### src/rtl/riscv_multicycle_if.sv
// Memory-side bundle of the multi-cycle RV32 core: instruction and data
// req/ack channels plus the retire and halt status strobes.
interface riscv_multicycle_if;
    logic        inst_req_o;
    logic [31:0] inst_addr_o;
    logic        inst_ack_i;
    logic [31:0] inst_i;
    logic        data_req_o;
    logic        data_we_o;
    logic [31:0] data_addr_o;
    logic [31:0] data_o;
    logic        data_ack_i;
    logic [31:0] data_i;
    logic        retire_o;
    logic        halt_o;

    modport master (
        output inst_req_o, inst_addr_o, data_req_o, data_we_o,
               data_addr_o, data_o, retire_o, halt_o,
        input  inst_ack_i, inst_i, data_ack_i, data_i
    );

    modport slave (
        input  inst_req_o, inst_addr_o, data_req_o, data_we_o,
               data_addr_o, data_o, retire_o, halt_o,
        output inst_ack_i, inst_i, data_ack_i, data_i
    );
endinterface

### src/rtl/riscv_multicycle.sv
// Multi-cycle RV32 integer core (FETCH/DECODE/EXEC/MEM/WB/HALT) with req/ack memories.
// Define RV_ILLEGAL_TRAP_EN to halt on illegal instructions; otherwise they retire as NOPs.
module riscv_multicycle #(
    parameter logic [31:0] RESET_PC = 32'h0000_0000,
    parameter int          XLEN     = 32
) (
    input  logic               clk,
    input  logic               rst,
    riscv_multicycle_if.master bus
);
    if (XLEN != 32) begin : g_xlen_check
        $error("riscv_multicycle supports only XLEN = 32");
    end

    typedef enum logic [2:0] {FETCH, DECODE, EXEC, MEM, WB, HALT} state_t;
    typedef enum logic [3:0] {
        OP_ADD, OP_SUB, OP_SLL, OP_XOR, OP_SRL, OP_OR, OP_AND,
        OP_ADDI, OP_LW, OP_SW, OP_BEQ, OP_BLT, OP_BGE, OP_JAL, OP_NOP
    } op_t;

    state_t      state, next_state;
    op_t         op, dec_op;
    logic        dec_illegal;
    logic [31:0] pc, ir, imm, dec_imm, rs1_val, rs2_val;
    logic [31:0] alu, result, next_pc, exec_next_pc, load_data;
    logic        taken, writes_rd;
    logic [31:0] regs [32];

    logic        inst_req, data_req, data_we, retire, halt;
    logic [31:0] data_addr, data_wdata;
    logic        nxt_inst_req, nxt_data_req, nxt_data_we, nxt_retire, nxt_halt;
    logic [31:0] nxt_data_addr, nxt_data_wdata;

    logic [6:0] opcode, funct7;
    logic [2:0] funct3;
    logic [4:0] rs1, rs2, rd;
    logic       inst_fire, data_fire;

    assign opcode = ir[6:0];
    assign rd     = ir[11:7];
    assign funct3 = ir[14:12];
    assign rs1    = ir[19:15];
    assign rs2    = ir[24:20];
    assign funct7 = ir[31:25];

    // An ack only counts while our own request is up.
    assign inst_fire = inst_req && bus.inst_ack_i;
    assign data_fire = data_req && bus.data_ack_i;

    assign bus.inst_req_o  = inst_req;
    assign bus.inst_addr_o = pc;
    assign bus.data_req_o  = data_req;
    assign bus.data_we_o   = data_we;
    assign bus.data_addr_o = data_addr;
    assign bus.data_o      = data_wdata;
    assign bus.retire_o    = retire;
    assign bus.halt_o      = halt;

    always_comb begin
        dec_op      = OP_NOP;
        dec_illegal = 1'b0;
        case (opcode)
            7'b0110011: begin
                case ({funct7, funct3})
                    10'b0000000_000: dec_op = OP_ADD;
                    10'b0100000_000: dec_op = OP_SUB;
                    10'b0000000_001: dec_op = OP_SLL;
                    10'b0000000_100: dec_op = OP_XOR;
                    10'b0000000_101: dec_op = OP_SRL;
                    10'b0000000_110: dec_op = OP_OR;
                    10'b0000000_111: dec_op = OP_AND;
                    default:         dec_illegal = 1'b1;
                endcase
            end
            7'b0010011: if (funct3 == 3'b000) dec_op = OP_ADDI; else dec_illegal = 1'b1;
            7'b0000011: if (funct3 == 3'b010) dec_op = OP_LW;   else dec_illegal = 1'b1;
            7'b0100011: if (funct3 == 3'b010) dec_op = OP_SW;   else dec_illegal = 1'b1;
            7'b1100011: begin
                case (funct3)
                    3'b000:  dec_op = OP_BEQ;
                    3'b100:  dec_op = OP_BLT;
                    3'b101:  dec_op = OP_BGE;
                    default: dec_illegal = 1'b1;
                endcase
            end
            7'b1101111: dec_op = OP_JAL;
            default:    dec_illegal = 1'b1;
        endcase
    end

    always_comb begin
        case (opcode)
            7'b0100011: dec_imm = {{20{ir[31]}}, ir[31:25], ir[11:7]};
            7'b1100011: dec_imm = {{19{ir[31]}}, ir[31], ir[7], ir[30:25], ir[11:8], 1'b0};
            7'b1101111: dec_imm = {{11{ir[31]}}, ir[31], ir[19:12], ir[20], ir[30:21], 1'b0};
            default:    dec_imm = {{20{ir[31]}}, ir[31:20]};
        endcase
    end

    always_comb begin
        alu = 32'd0;
        case (op)
            OP_ADD:                alu = rs1_val + rs2_val;
            OP_SUB:                alu = rs1_val - rs2_val;
            OP_SLL:                alu = rs1_val << rs2_val[4:0];
            OP_XOR:                alu = rs1_val ^ rs2_val;
            OP_SRL:                alu = rs1_val >> rs2_val[4:0];
            OP_OR:                 alu = rs1_val | rs2_val;
            OP_AND:                alu = rs1_val & rs2_val;
            OP_ADDI, OP_LW, OP_SW: alu = rs1_val + imm;
            OP_JAL:                alu = pc + 32'd4;
            default:               alu = 32'd0;
        endcase
    end

    always_comb begin
        taken = 1'b0;
        case (op)
            OP_BEQ:  taken = (rs1_val == rs2_val);
            OP_BLT:  taken = ($signed(rs1_val) <  $signed(rs2_val));
            OP_BGE:  taken = ($signed(rs1_val) >= $signed(rs2_val));
            OP_JAL:  taken = 1'b1;
            default: taken = 1'b0;
        endcase
        exec_next_pc = taken ? (pc + imm) : (pc + 32'd4);
    end

    always_comb begin
        case (op)
            OP_ADD, OP_SUB, OP_SLL, OP_XOR, OP_SRL, OP_OR, OP_AND,
            OP_ADDI, OP_LW, OP_JAL: writes_rd = 1'b1;
            default:                writes_rd = 1'b0;
        endcase
    end

    always_comb begin
        next_state = state;
        case (state)
            FETCH:  if (inst_fire) next_state = DECODE;
            DECODE: begin
`ifdef RV_ILLEGAL_TRAP_EN
                next_state = dec_illegal ? HALT : EXEC;
`else
                next_state = EXEC;
`endif
            end
            EXEC:   next_state = (op == OP_LW || op == OP_SW) ? MEM : WB;
            MEM:    if (data_fire) next_state = WB;
            WB:     next_state = FETCH;
            HALT:   next_state = HALT;
            default: next_state = FETCH;
        endcase
    end

    // Outputs are registered: compute their values for the state being entered.
    always_comb begin
        nxt_inst_req   = (next_state == FETCH);
        nxt_data_req   = (next_state == MEM);
        nxt_retire     = (next_state == WB);
        nxt_halt       = (next_state == HALT);
        nxt_data_we    = data_we;
        nxt_data_addr  = data_addr;
        nxt_data_wdata = data_wdata;
        if (state == EXEC && next_state == MEM) begin
            nxt_data_we    = (op == OP_SW);
            nxt_data_addr  = alu;
            nxt_data_wdata = rs2_val;
        end else if (state == MEM && next_state == WB) begin
            nxt_data_we = 1'b0;
        end
    end

    always_ff @(posedge clk) begin
        if (rst) begin
            state      <= FETCH;
            inst_req   <= 1'b0;
            data_req   <= 1'b0;
            data_we    <= 1'b0;
            retire     <= 1'b0;
            halt       <= 1'b0;
            data_addr  <= 32'd0;
            data_wdata <= 32'd0;
        end else begin
            state      <= next_state;
            inst_req   <= nxt_inst_req;
            data_req   <= nxt_data_req;
            data_we    <= nxt_data_we;
            retire     <= nxt_retire;
            halt       <= nxt_halt;
            data_addr  <= nxt_data_addr;
            data_wdata <= nxt_data_wdata;
        end
    end

    always_ff @(posedge clk) begin
        if (rst) begin
            pc        <= RESET_PC;
            ir        <= 32'd0;
            op        <= OP_NOP;
            imm       <= 32'd0;
            rs1_val   <= 32'd0;
            rs2_val   <= 32'd0;
            result    <= 32'd0;
            next_pc   <= RESET_PC;
            load_data <= 32'd0;
            for (int i = 0; i < 32; i++) regs[i] <= 32'd0;
        end else begin
            case (state)
                FETCH: if (inst_fire) ir <= bus.inst_i;
                DECODE: begin
                    op      <= dec_illegal ? OP_NOP : dec_op;
                    imm     <= dec_imm;
                    rs1_val <= (rs1 == 5'd0) ? 32'd0 : regs[rs1];
                    rs2_val <= (rs2 == 5'd0) ? 32'd0 : regs[rs2];
                end
                EXEC: begin
                    result  <= alu;
                    next_pc <= exec_next_pc;
                end
                MEM: if (data_fire && !data_we) load_data <= bus.data_i;
                WB: begin
                    pc <= next_pc;
                    if (writes_rd && rd != 5'd0)
                        regs[rd] <= (op == OP_LW) ? load_data : result;
                end
                default: ;
            endcase
        end
    end
endmodule

### src/flat_wrapper.sv
// flat-port wrapper written by rule: the top's interface ports become plain ports
module riscv_multicycle_flat 
#(
    parameter logic [31:0] RESET_PC = 32'h0000_0000,
    parameter int          XLEN     = 32
)
  (clk, rst, bus_inst_req_o, bus_inst_addr_o, bus_data_req_o, bus_data_we_o, bus_data_addr_o, bus_data_o, bus_retire_o, bus_halt_o, bus_inst_ack_i, bus_inst_i, bus_data_ack_i, bus_data_i);
  riscv_multicycle_if bus_i ();
  input  logic clk;
  input  logic rst;
  output wire logic [$bits(bus_i.inst_req_o)-1:0] bus_inst_req_o;
  output wire logic [$bits(bus_i.inst_addr_o)-1:0] bus_inst_addr_o;
  output wire logic [$bits(bus_i.data_req_o)-1:0] bus_data_req_o;
  output wire logic [$bits(bus_i.data_we_o)-1:0] bus_data_we_o;
  output wire logic [$bits(bus_i.data_addr_o)-1:0] bus_data_addr_o;
  output wire logic [$bits(bus_i.data_o)-1:0] bus_data_o;
  output wire logic [$bits(bus_i.retire_o)-1:0] bus_retire_o;
  output wire logic [$bits(bus_i.halt_o)-1:0] bus_halt_o;
  input wire logic [$bits(bus_i.inst_ack_i)-1:0] bus_inst_ack_i;
  input wire logic [$bits(bus_i.inst_i)-1:0] bus_inst_i;
  input wire logic [$bits(bus_i.data_ack_i)-1:0] bus_data_ack_i;
  input wire logic [$bits(bus_i.data_i)-1:0] bus_data_i;
  assign bus_inst_req_o = bus_i.inst_req_o;
  assign bus_inst_addr_o = bus_i.inst_addr_o;
  assign bus_data_req_o = bus_i.data_req_o;
  assign bus_data_we_o = bus_i.data_we_o;
  assign bus_data_addr_o = bus_i.data_addr_o;
  assign bus_data_o = bus_i.data_o;
  assign bus_retire_o = bus_i.retire_o;
  assign bus_halt_o = bus_i.halt_o;
  assign bus_i.inst_ack_i = bus_inst_ack_i;
  assign bus_i.inst_i = bus_inst_i;
  assign bus_i.data_ack_i = bus_data_ack_i;
  assign bus_i.data_i = bus_data_i;
  riscv_multicycle #(.RESET_PC(RESET_PC), .XLEN(XLEN)) u_core (.clk(clk), .rst(rst), .bus(bus_i));
endmodule
### config.mk
export PLATFORM = sky130hd
export DESIGN_NAME = riscv_multicycle_flat
export DESIGN_NICKNAME = d
export VERILOG_FILES = /design/src/rtl/riscv_multicycle_if.sv /design/src/rtl/riscv_multicycle.sv /design/src/flat_wrapper.sv
export SDC_FILE = /design/constraint.sdc
export NUM_CORES = 2
export LEC_CHECK = 0
export BUFFER_PORTS_ARGS = -buffer_cell sky130_fd_sc_hd__buf_2
export CORE_ASPECT_RATIO = 0.7
export CORE_MARGIN = 2
export CORE_UTILIZATION = 55
export DETAILED_ROUTE_END_ITERATION = 8
export GPL_ROUTABILITY_DRIVEN = 1
export HOLD_SLACK_MARGIN = 0.1
export PLACE_DENSITY = 0.69
export REMOVE_ABC_BUFFERS = 1
export SETUP_SLACK_MARGIN = 0.2
export SKIP_LAST_GASP = 1
export SLEW_MARGIN = 5
export SYNTH_ARGS = -nofsm -noshare
export SYNTH_HDL_FRONTEND = slang
export SYNTH_SLANG_ARGS = --single-unit
### constraint.sdc
create_clock -name clk -period 5.05 [get_ports clk]
set_clock_uncertainty 0.15 [all_clocks]
set_input_delay 0.2525 -clock clk [delete_from_list [all_inputs] [get_ports clk]]
set_output_delay 0.2525 -clock clk [all_outputs]
set_load 0.02 [all_outputs]
==> out/summary.txt <==
Design Area, Final -> 85600 um^2
Max-slew violations -> 0
Skew-Pair Late Insertion Delay -> 0.80 ns
Max Freq -> 217 MHz
TritonCTS Buffers -> 136
CP Data Arrival Time -> 5.15 ns
Clock sinks -> 1356
Clk buf depth -> 3
Crit path kind -> reg -> reg
Largest cells by area after synthesis -> edfxtp_1 41%, mux4_2 20%, dfxtp_1 8.8%
Tmin final -> 4.60 ns
Hold crit path type -> in -> reg
Fillers -> 10246
Lkg Pwr -> 28.5 nW
Endpoint type of the worst setup path -> flop
Initial antenna violation count -> 10
Clock group share of total power -> 0.387
Port Buffers -> 168
Vias in the first global route -> 56945
Netlist cell types -> 95
Count of boundary I/O pins -> 169
Final Hold Fails -> 0
Rows -> 113
Vias per cell -> 7.11
Startpoint type of the worst setup path -> flop
First-pass GRT wire length -> 426000 um
Remaining DRCs -> 0
Slew HR -> 0.109
Synth area leader -> edfxtp_1
Fin crit share -> 0.911
Pwr dens -> 301 nW/um^2
Worst-Margin Slew -> 1.33 ns
Sequential element share of the synthesized area -> 0.497
Combinational share of power -> 0.124
Number of synthesized flops with an enable pin -> 1024
Post-Syn Area per Cell -> 11.9 um^2
Total GRT Usage -> 0.434
CTS root buf -> clkbuf_16
Mapped cell area -> 75300 um^2
Wire per inst -> 36.2 um
Final global-route overflow total -> 0
Die area -> 140000 um^2
Synthesis-to-layout area growth -> 13.7%
Net Switching -> 0.00674 W
YS warnings -> 0
DR iter-0 viols -> 10753
DRT Pass-1 Iters -> 6
Total number of vias -> 59888
Post-route setup TNS -> 0 ns
H-tree depth -> 4
Flop and latch count out of synthesis -> 1356
Clock slew at reported path FFs -> 0.07 ns
Placed Area -> 80100 um^2
Crit Path Max Fanout -> 17
Final net count -> 6775
Req. time, crit path -> 5.60 ns
Fraction of layout cells with a size suffix above 1 -> 0.236
Share of the synthesized area in the top cell type -> 0.408
CTS tree -> built
Starting Density -> 0.555
Int Pwr -> 0.0190 W
R2R Setup Slk -> 0.45 ns
Final setup fails -> 0
VDD IR-drop max -> 0.000327 V
Die H -> 314 um
Seq pwr share -> 0.490
Post-DP HPWL -> 209000 um
RSZ-0062 raised after global routing -> false
GPL Wtd Cong -> 1.09
Max cap viols -> 0
Synth Instances -> 6302
Pre-CTS setup slack -> 0.272 ns
Antenna Nets Post-Route -> 0
Worst Slack Setup Final -> 0.449 ns
Width of the chip -> 446 um
Wirelength, routed -> 305000 um
Top FF cell, synth -> edfxtp_1
Sw frac -> 0.262
Area of the core -> 136000 um^2
Largest net degree at the start of global routing -> 106
Status -> finished, final reports clean
Async SR Flop Fraction -> 0
Final core utilization -> 0.631
stage by stage:
stage	total power, W	hold WS, ns	instances
floorplan	0.0148	0.172	5756
global placement	0.0158	0.285	8053
detailed placement	0.0158	0.292	8053
CTS	0.0256	0.102	8418
global route	0.0263	0.137	8420
finish	0.0257	0.148	8421
state kept, by name, indices dropped and copies added, names as in the netlist, 3 cells and up, named ones only:
register                flops
u_core.bus.inst_addr_o     32
u_core.ir                  32
u_core.load_data           32
u_core.result              32
u_core.bus.data_o          32
u_core.rs1_val             32
u_core.imm                 21
u_core.next_pc             32
u_core.regs              1024
u_core.bus.data_addr_o     32
u_core.rs2_val             32
u_core.state                3
u_core.op                   4
final timing paths:
check	from	to	cells after the start
min reg2reg	u_core.bus.data_o[8]	u_core.bus.data_o[8]	2
max reg2reg	u_core.op[3]	u_core.result[26]	16
max	u_core.op[3]	u_core.result[26]	16
min	bus_data_i[24]	u_core.load_data[24]	4
worst max-delay path, cell delays in order (launching register included):
cell,delay [ns]
dfxtp_1,0.36
buf_4,0.22
nor2b_1,0.11
a31oi_4,0.22
buf_4,0.32
mux2_2,0.40
ha_1,0.32
a21oi_1,0.20
a21oi_1,0.12
o211ai_1,0.39
a21oi_1,0.12
buf_4,0.18
a31oi_1,0.61
a21boi_0,0.22
o31ai_1,0.30
a21oi_1,0.13
o21ai_0,0.14
routing by layer:
metal | vias up | global-route usage | wire (um)
met4 | 8 | 0.156 | 12600
met1 | 30050 | 0.655 | 121000
met5 | - | 0 | 94
li1 | 23958 | - | -
met2 | 5156 | 0.567 | 120000
met3 | 716 | 0.167 | 50300
cells in the mapped netlist (15+ instances only):
cell / number
a211oi_1: 100
nand3_1: 51
o31ai_1: 15
nor2_1: 1403
a221oi_1: 25
a22oi_1: 22
nand4_1: 27
nand2b_1: 49
and3_1: 19
o221ai_1: 15
a21oi_1: 360
inv_1: 127
nand2_1: 457
o21bai_1: 17
mux4_2: 683
edfxtp_1: 1024
o211ai_1: 33
nor4_1: 17
ha_1: 167
clkbuf_1: 458
o21ai_0: 115
xor2_1: 28
dfxtp_1: 332
xnor2_1: 75
a21o_1: 42
a31oi_1: 21
mux2_2: 27
mux2i_1: 177
buf_2: 22
buf_1: 93
nor3_1: 56
nor2b_1: 20
o21a_1: 17
cells in the final DEF, fill, tap and decap left out, types with 22 or more instances in the layout:
cell type	n
a211oi_1	100
a21o_1	42
a21oi_1	358
a221oi_1	25
a22oi_1	22
buf_12	48
buf_2	167
buf_4	300
clkbuf_1	36
clkbuf_16	139
conb_1	32
dfxtp_1	318
dlygate4sd3_1	127
edfxtp_1	1024
ha_1	167
inv_1	127
mux2_2	27
mux2i_1	145
mux4_2	683
nand2_1	424
nand2_2	33
nand2b_2	31
nand3_1	51
nand4_1	27
nor2_1	1397
nor3_1	55
o211ai_1	33
o21ai_0	113
xnor2_1	75
xor2_1	28
final cells by class:
class / count / area, um^2 / area share
diodes: 2 / 5.00 / 0.0000585
clock buffers: 179 / 3670 / 0.0429
clock inverters: 59 / 500 / 0.00585
inverters: 129 / 484 / 0.00566
multi-input cells: 4271 / 35900 / 0.420
flip-flops and latches: 1356 / 37400 / 0.437
well taps: 1782 / 2230 / 0.0261
repair buffers: 643 / 5340 / 0.0623
kinds of logic after synthesis:
group | count (synthesis) | synth area share
flip-flops | 1356 | 0.497
AO/OA/AOI/OAI | 908 | 0.0769
AND/OR/NAND/NOR | 2169 | 0.118
XOR/XNOR | 103 | 0.0120
buffers and inverters | 706 | 0.0359
other | 1 | 0.0000498
adder cells (fa/ha/maj) | 170 | 0.0285
multiplexers | 889 | 0.232
power groups by stage:
| stage | Sequential [W] | Combinational [W] | Clock (W) |
|---|---|---|---|
| global route | 0.0126 | 0.00325 | 0.0104 |
| floorplan | 0.0129 | 0.00189 | 0 |
| CTS | 0.0126 | 0.00307 | 0.00996 |
| global placement | 0.0128 | 0.00297 | 0 |
| detailed placement | 0.0128 | 0.00298 | 0 |
| finish | 0.0126 | 0.00319 | 0.00995 |
timing repair:
item                                    in CTS  in global routing
hold endpoints to repair                   156                  0
endpoints found under the setup margin       0                  7
gates resized for setup                      0                  9
setup buffers                                0                  1
hold buffers                               127                  0
No activity file was read; power rests on OpenSTA's default activity.
